==> config.mk <==
export PLATFORM = sky130hd
export DESIGN_NAME = memwb_stage_reg
export DESIGN_NICKNAME = d
export VERILOG_FILES = /design/src/rtl/memwb_stage_reg.sv
export SDC_FILE = /design/constraint.sdc
export NUM_CORES = 1
export LEC_CHECK = 0
export CORE_ASPECT_RATIO = 2
export CORE_MARGIN = 1
export CORE_UTILIZATION = 45
export CTS_CLUSTER_DIAMETER = 80
export DETAILED_ROUTE_END_ITERATION = 8
export HOLD_SLACK_MARGIN = 0.12
export PLACE_DENSITY = 0.71
export SLEW_MARGIN = 5
export SYNTH_ARGS = -nofsm -noshare
export SYNTH_HDL_FRONTEND = slang
export SYNTH_SLANG_ARGS = --single-unit
==> constraint.sdc <==
create_clock -name clk_i -period 9.9 [get_ports clk_i]
set_clock_uncertainty 0.05 [all_clocks]
set_input_delay 2.475 -clock clk_i [delete_from_list [all_inputs] [get_ports clk_i]]
set_output_delay 2.475 -clock clk_i [all_outputs]
set_load 0.1 [all_outputs]
==> src/rtl/memwb_stage_reg.sv <==
// Elastic MEM/WB pipeline register with a 2-entry skid buffer and write-back data select.
// Optional forwarding outputs are enabled by defining MEMWB_FWD_EN.
module memwb_stage_reg #(
  parameter int unsigned DATA_W = 32,
  parameter int unsigned ADDR_W = 5
) (
  input  logic              clk_i,
  input  logic              rst_i,
  input  logic              flush_i,
  input  logic              in_valid_i,
  output logic              in_ready_o,
  input  logic              WB_i,
  input  logic              WBSrc_i,
  input  logic [DATA_W-1:0] MemRdata_i,
  input  logic [DATA_W-1:0] ALUres_i,
  input  logic [ADDR_W-1:0] rd_addr_i,
  output logic              out_valid_o,
  input  logic              out_ready_i,
  output logic              WB_o,
  output logic              WBSrc_o,
  output logic [DATA_W-1:0] MemRdata_o,
  output logic [DATA_W-1:0] ALUres_o,
  output logic [ADDR_W-1:0] rd_addr_o,
  output logic [DATA_W-1:0] wb_data_o
`ifdef MEMWB_FWD_EN
  ,
  output logic              fwd_valid_o,
  output logic [ADDR_W-1:0] fwd_rd_o,
  output logic [DATA_W-1:0] fwd_data_o
`endif
);

  // Occupancy: OCC1 means head only, OCC2 means head plus skid.
  localparam logic [1:0] OCC0 = 2'd0;
  localparam logic [1:0] OCC1 = 2'd1;
  localparam logic [1:0] OCC2 = 2'd2;

  logic [1:0]        occ_q, occ_d;
  logic              head_wb_q, head_wb_d;
  logic              head_src_q, head_src_d;
  logic [DATA_W-1:0] head_mem_q, head_mem_d;
  logic [DATA_W-1:0] head_alu_q, head_alu_d;
  logic [ADDR_W-1:0] head_rd_q, head_rd_d;
  logic              skid_wb_q, skid_wb_d;
  logic              skid_src_q, skid_src_d;
  logic [DATA_W-1:0] skid_mem_q, skid_mem_d;
  logic [DATA_W-1:0] skid_alu_q, skid_alu_d;
  logic [ADDR_W-1:0] skid_rd_q, skid_rd_d;
  logic              in_ready_q, in_ready_d;
  logic              out_valid_q, out_valid_d;
  logic              wb_out_q, wb_out_d;
  logic              accept_c, pop_c;

`ifdef MEMWB_FWD_EN
  logic              fwd_valid_q, fwd_valid_d;
  logic [ADDR_W-1:0] fwd_rd_q, fwd_rd_d;
  logic [DATA_W-1:0] fwd_data_q, fwd_data_d;
`endif

  assign accept_c = in_valid_i & in_ready_q;
  assign pop_c    = out_valid_q & out_ready_i;

  // State and payload registers.
  always_ff @(posedge clk_i or posedge rst_i) begin
    if (rst_i) begin
      occ_q       <= OCC0;
      head_wb_q   <= 1'b0;
      head_src_q  <= 1'b0;
      head_mem_q  <= '0;
      head_alu_q  <= '0;
      head_rd_q   <= '0;
      skid_wb_q   <= 1'b0;
      skid_src_q  <= 1'b0;
      skid_mem_q  <= '0;
      skid_alu_q  <= '0;
      skid_rd_q   <= '0;
      in_ready_q  <= 1'b1;
      out_valid_q <= 1'b0;
      wb_out_q    <= 1'b0;
`ifdef MEMWB_FWD_EN
      fwd_valid_q <= 1'b0;
      fwd_rd_q    <= '0;
      fwd_data_q  <= '0;
`endif
    end else begin
      occ_q       <= occ_d;
      head_wb_q   <= head_wb_d;
      head_src_q  <= head_src_d;
      head_mem_q  <= head_mem_d;
      head_alu_q  <= head_alu_d;
      head_rd_q   <= head_rd_d;
      skid_wb_q   <= skid_wb_d;
      skid_src_q  <= skid_src_d;
      skid_mem_q  <= skid_mem_d;
      skid_alu_q  <= skid_alu_d;
      skid_rd_q   <= skid_rd_d;
      in_ready_q  <= in_ready_d;
      out_valid_q <= out_valid_d;
      wb_out_q    <= wb_out_d;
`ifdef MEMWB_FWD_EN
      fwd_valid_q <= fwd_valid_d;
      fwd_rd_q    <= fwd_rd_d;
      fwd_data_q  <= fwd_data_d;
`endif
    end
  end

  // Next-state: occupancy transitions, payload moves and registered status outputs.
  always_comb begin
    occ_d      = occ_q;
    head_wb_d  = head_wb_q;
    head_src_d = head_src_q;
    head_mem_d = head_mem_q;
    head_alu_d = head_alu_q;
    head_rd_d  = head_rd_q;
    skid_wb_d  = skid_wb_q;
    skid_src_d = skid_src_q;
    skid_mem_d = skid_mem_q;
    skid_alu_d = skid_alu_q;
    skid_rd_d  = skid_rd_q;
`ifdef MEMWB_FWD_EN
    fwd_valid_d = 1'b0;
    fwd_rd_d    = fwd_rd_q;
    fwd_data_d  = fwd_data_q;
`endif

    if (flush_i) begin
      // Payloads are kept; only validity is dropped, including any same-cycle accept.
      occ_d = OCC0;
    end else begin
      case (occ_q)
        OCC0: begin
          if (accept_c) begin
            head_wb_d  = WB_i;
            head_src_d = WBSrc_i;
            head_mem_d = MemRdata_i;
            head_alu_d = ALUres_i;
            head_rd_d  = rd_addr_i;
            occ_d      = OCC1;
          end
        end
        OCC1: begin
          if (accept_c && pop_c) begin
            head_wb_d  = WB_i;
            head_src_d = WBSrc_i;
            head_mem_d = MemRdata_i;
            head_alu_d = ALUres_i;
            head_rd_d  = rd_addr_i;
          end else if (accept_c) begin
            skid_wb_d  = WB_i;
            skid_src_d = WBSrc_i;
            skid_mem_d = MemRdata_i;
            skid_alu_d = ALUres_i;
            skid_rd_d  = rd_addr_i;
            occ_d      = OCC2;
          end else if (pop_c) begin
            occ_d = OCC0;
          end
        end
        OCC2: begin
          if (pop_c) begin
            head_wb_d  = skid_wb_q;
            head_src_d = skid_src_q;
            head_mem_d = skid_mem_q;
            head_alu_d = skid_alu_q;
            head_rd_d  = skid_rd_q;
            occ_d      = OCC1;
          end
        end
        default: occ_d = OCC0;
      endcase
    end

    in_ready_d  = (occ_d != OCC2);
    out_valid_d = (occ_d != OCC0);
    wb_out_d    = head_wb_d & out_valid_d & (head_rd_d != '0);

`ifdef MEMWB_FWD_EN
    // Youngest qualifying entry wins: skid first, then head.
    if ((occ_d == OCC2) && skid_wb_d && (skid_rd_d != '0)) begin
      fwd_valid_d = 1'b1;
      fwd_rd_d    = skid_rd_d;
      fwd_data_d  = skid_src_d ? skid_mem_d : skid_alu_d;
    end else if ((occ_d != OCC0) && head_wb_d && (head_rd_d != '0)) begin
      fwd_valid_d = 1'b1;
      fwd_rd_d    = head_rd_d;
      fwd_data_d  = head_src_d ? head_mem_d : head_alu_d;
    end
`endif
  end

  assign in_ready_o  = in_ready_q;
  assign out_valid_o = out_valid_q;
  assign WB_o        = wb_out_q;
  assign WBSrc_o     = head_src_q;
  assign MemRdata_o  = head_mem_q;
  assign ALUres_o    = head_alu_q;
  assign rd_addr_o   = head_rd_q;
  assign wb_data_o   = head_src_q ? head_mem_q : head_alu_q;

`ifdef MEMWB_FWD_EN
  assign fwd_valid_o = fwd_valid_q;
  assign fwd_rd_o    = fwd_rd_q;
  assign fwd_data_o  = fwd_data_q;
`endif

endmodule

# Yosys cells after proc, flatten, opt, wreduce, memory -nomap -nowiden
# Cells that the tools add are included.
# classes
addsub,0
multipliers,0
div,0
order_cmp,0
n_eq_ne,6
shift,0
muxes,30
bitwise_logic,6
reduce_logical,7
# ops
operator,n
two-way mux 32 bit,7
case mux 32 bit (3 select lines),2
two-way mux 5 bit,4
case mux 5 bit (3 select lines),1
two-way mux 2 bit,6
"!= test 2 bit, second input constant",4
two-way mux 1 bit,7
case mux 1 bit (3 select lines),2
case mux 2 bit (3 select lines),1
AND reduction 5 bit,1
nonzero test 5 bit,1
AND 1 bit,4
AND reduction 4 bit,1
nonzero test 3 bit,1
"equality test 2 x 1 -> 1 bit, second input constant",1
"equality test 2 bit, second input constant",1
zero test 2 bit,1
inverter 1 bit,2
nonzero test 2 bit,1
logical AND 1 bit,1
# totals
ff_bits,147
latchBits,0
ramBits,0
romBits,0
in_bits,76
out_inout_bits,105
word_cells,63
mem_count,0

# Longest topological paths before layout
# logic_depth
depth_word,9
ltp_mapped,8
mapped_depth_nobuf,5

# Worst setup path after synthesis
# OpenSTA, ideal clock, no wires.
# synth_path
path_type,flip-flop to output port
startpoint,"reg head_src_q, in the netlist WBSrc_o"
endpoint,out wb_data_o[10]
arrival_time_ns,2.126
required_ns,7.375
path_slack_ns,5.249
path_stages_with_launch,4
n_path_buf,2
path_cell_list,dfrtp_1 clkbuf_1 clkbuf_1 mux2_2
# synth_via
elab_chain_len,1
# synth_rtl
element,line_no,source
"start, declared",40,"logic head_src_q, head_src_d;"
"start signal, assigned",88,head_src_q <= head_src_d;
two-way mux 32 bit,199,assign wb_data_o = head_src_q ? head_mem_q : head_alu_q;
"end, declared",24,output logic [DATA_W-1:0] wb_data_o
# Every way passes these cells.

# Worst setup path after layout
# layout_path
startpoint,"reg head_src_q, in the netlist WBSrc_o"
endpoint,out wb_data_o[15]
# Same word-level chain as after synthesis.

==> results.md <==
- Clk slew on worst S/H paths: 0.06 ns
- Rows: 62
- Synthesis-to-finish area growth: 37.7%
- Clock Power Share: 20.8%
- Initial Utilization: 46.2%
- Clock Sink Count: 147
- CP arrival: 2.76 ns
- Vias in the first global route: 4892
- H-tree depth: 4
- Switching pwr: 0.00157 W
- # placed instances: 872
- Wire per inst: 17.6 um
- Setup Viol. Count Final: 0
- Setup TNS: 0 ns
- Detailed placement HPWL: 10.8 mm
- Fin. Hold Viols: 0
- Critical path class: reg -> out
- Overall routed net length: 15.9 mm
- Area leader, netlist: dfrtp_1
- Share of the synthesized area in the top cell type: 55.1%
- # hold bufs at CTS: 0
- P_leak: 4.13 nW
- Ant diodes: 0
- Die footprint: 0.0153 sq mm
- Pins Over Slew Limit: 0
- Most common library cells after synthesis: dfrtp_1, mux2_2, nand2_1
- Worst skew pair latency: 0.41 ns
- Worst min-delay path category: reg -> reg
- Worst R2R End: WB_o
- Area of the core: 0.0144 sq mm
- DRC: 0
- Vias/cell: 5.26
- Sequential fraction of the synthesis area: 55.5%
- Fmax: 189 MHz
- Worst R2R Start: occ_q[0]
- Largest net degree at the start of global routing: 137
- Hold path endpoint: head_wb_q
- Worst setup EP type: output port
- Post-DRT Antenna Nets: 0
- I/O pin count: 181
- Initial antenna violation count: 0
- Setup ws final: 4.61 ns
- Seq cells post-synth: 147
- Synthesized instance count: 534
- Clk root buf: clkbuf_16
- Max-Cap Viols: 0
- CTS Buf Count: 17
- Status: finished clean
- Via count: 4756
- Dpl ws: 4.73 ns
- Synthesized Nets: 610
- Routability cong.: 0.776
- EDFF count, synth: 0
- Cell-internal power: 0.00165 W
- Post-CTS sizing: 0
- Port bufs: 180
- GR Overflow Total: 0
- Post-layout nets: 775
- Hold Path Cell Cnt: 1
- Global Route Usage Sum: 21.7%
- Top_reg_cell synth: dfrtp_1
- Post-CTS setup buffers: 0
- Ys Warns: 0
- CTS Buffer Depth: 2
- Worst slew margin: 19.9%
- Ranking of synthesized cells by area: dfrtp_1, mux2_2, mux2i_1
- Sequential power share: 29.7%
- Die X: 87.9 um
- CP required: 7.38 ns
- Worst vdd ir: 0.233 mV
- Fin crit share: 53.4%
- TritonCTS clock tree: yes
- Drt first pass iters: 4
- Switching share of total power: 48.8%
- Pwr Density: 353 mW/mm^2
- Post-route minimum period: 5.29 ns
- CP Launch Point: WBSrc_o
- Final Core Density: 63.7%
- Post-synth ARST share: 100%
- Worst Reg-to-Reg Cells: 6
- Die Span Y: 174 um
- Worst-margin pin slew: 1.20 ns
- Kind of start point of the critical path: flip-flop
- Unique masters post-synth: 34
- Count leader, synth: dfrtp_1
- Syn_area_per_cell: 12.4 sq um
- First-pass GRT wire length: 24.9 mm
- Comb power frac: 49.5%
- HP Start: head_wb_q
- Fin cells: 904
- RSZ-0062 raised after global routing: false
- Initial DRC count: 284
- Worst R2R Setup Slack: 6.97 ns
- Critical Path Fanout Max: 34
- Mapped Area: 0.00663 sq mm
- Fraction of layout cells with a size suffix above 1: 21.1%
## worst max-delay path by stage
| stage | to | slack (ns) | depth (start not counted) |
|---|---|---|---|
| after floorplan | ALUres_o[0] | 3.43 | 1 |
| after global placement | WB_o | 4.90 | 7 |
| after detailed placement | WB_o | 4.73 | 7 |
| after CTS | wb_data_o[13] | 4.57 | 2 |
| after global routing | wb_data_o[1] | 4.52 | 2 |
| final | wb_data_o[15] | 4.61 | 2 |
## flip-flops by register name, indices dropped and copies added, names as in the netlist, 2 cells and up
register / flops
occ_q: 2
rd_addr_o: 5
skid_alu_q: 32
skid_mem_q: 32
ALUres_o: 32
MemRdata_o: 32
skid_rd_q: 5
## metal layers
layer  GRT usage (%)  part of all wire, %  vias up
met4            10.2                  3.2        0
met5               0                    0        -
li1                -                    -     2238
met2            40.7                   57      153
met1            22.2                   36     2330
met3            3.95                  3.7       35
## cell type report
type	count	area [sq um]
well taps	192	240
inverters	2	12.5
fillers	1121	5220
clock buffers	19	453
multi-input cells	347	2750
clock inverters	13	171
flip-flops and latches	147	3680
repair buffers	184	1830
## power by group through the flow
stage | Clock (W) | Combinational [W] | Sequential [W]
after floorplan | 0 | 0.000702 | 0.00148
after global placement | 0 | 0.00158 | 0.000953
after detailed placement | 0 | 0.00160 | 0.000969
after CTS | 0.000683 | 0.00160 | 0.000959
after global routing | 0.000708 | 0.00165 | 0.000983
final | 0.000670 | 0.00159 | 0.000959
## layout by cell type (no fill, tap or decap), drive strengths merged
cell / Yosys / final
clkdlybuf4s50: 0 / 180
dfrtp: 146 / 146
mux2: 103 / 103
nand2: 71 / 71
o21ai: 67 / 67
mux2i: 66 / 66
clkbuf: 10 / 19
nor2: 7 / 7
a32oi: 7 / 7
inv: 2 / 6
buf: 28 / 4
a21o: 4 / 4
clkinv: 0 / 4
a21oi: 3 / 3
bufinv: 0 / 3
o2bb2ai: 2 / 2
clkinvlp: 0 / 2
nand3: 2 / 2
o22a: 2 / 2
and3b: 1 / 1
and2: 1 / 1
nand4b: 1 / 1
a21boi: 1 / 1
nand4bb: 1 / 1
or2b: 1 / 1
nor2b: 1 / 1
a21bo: 1 / 1
and4b: 1 / 1
o221ai: 1 / 1
o211ai: 1 / 1
nor4b: 1 / 1
a31oi: 1 / 1
dfstp: 1 / 1
## metrics by stage
step / hold WS, ns / total power [W] / instance area, sq um
floorplan: 0.407 / 0.00219 / 6630
global placement: 0.428 / 0.00254 / 8510
detailed placement: 0.428 / 0.00257 / 8510
CTS: 0.446 / 0.00325 / 9140
global route: 0.463 / 0.00334 / 9140
finish: 0.445 / 0.00322 / 9140
## cell families after synthesis
group / after synthesis / share of synthesized area (%)
mux: 169 / 27.4
flops: 147 / 55.5
compound gates: 90 / 7.81
simple gates: 88 / 5.77
buf+inv: 40 / 3.51
## worst max-delay path, stage by stage, from the launching register on
cell and delay, ns:
dfrtp_2 0.91, mux2_2 0.29, clkdlybuf4s50_1 1.14
No activity file was read; power rests on OpenSTA's default activity.
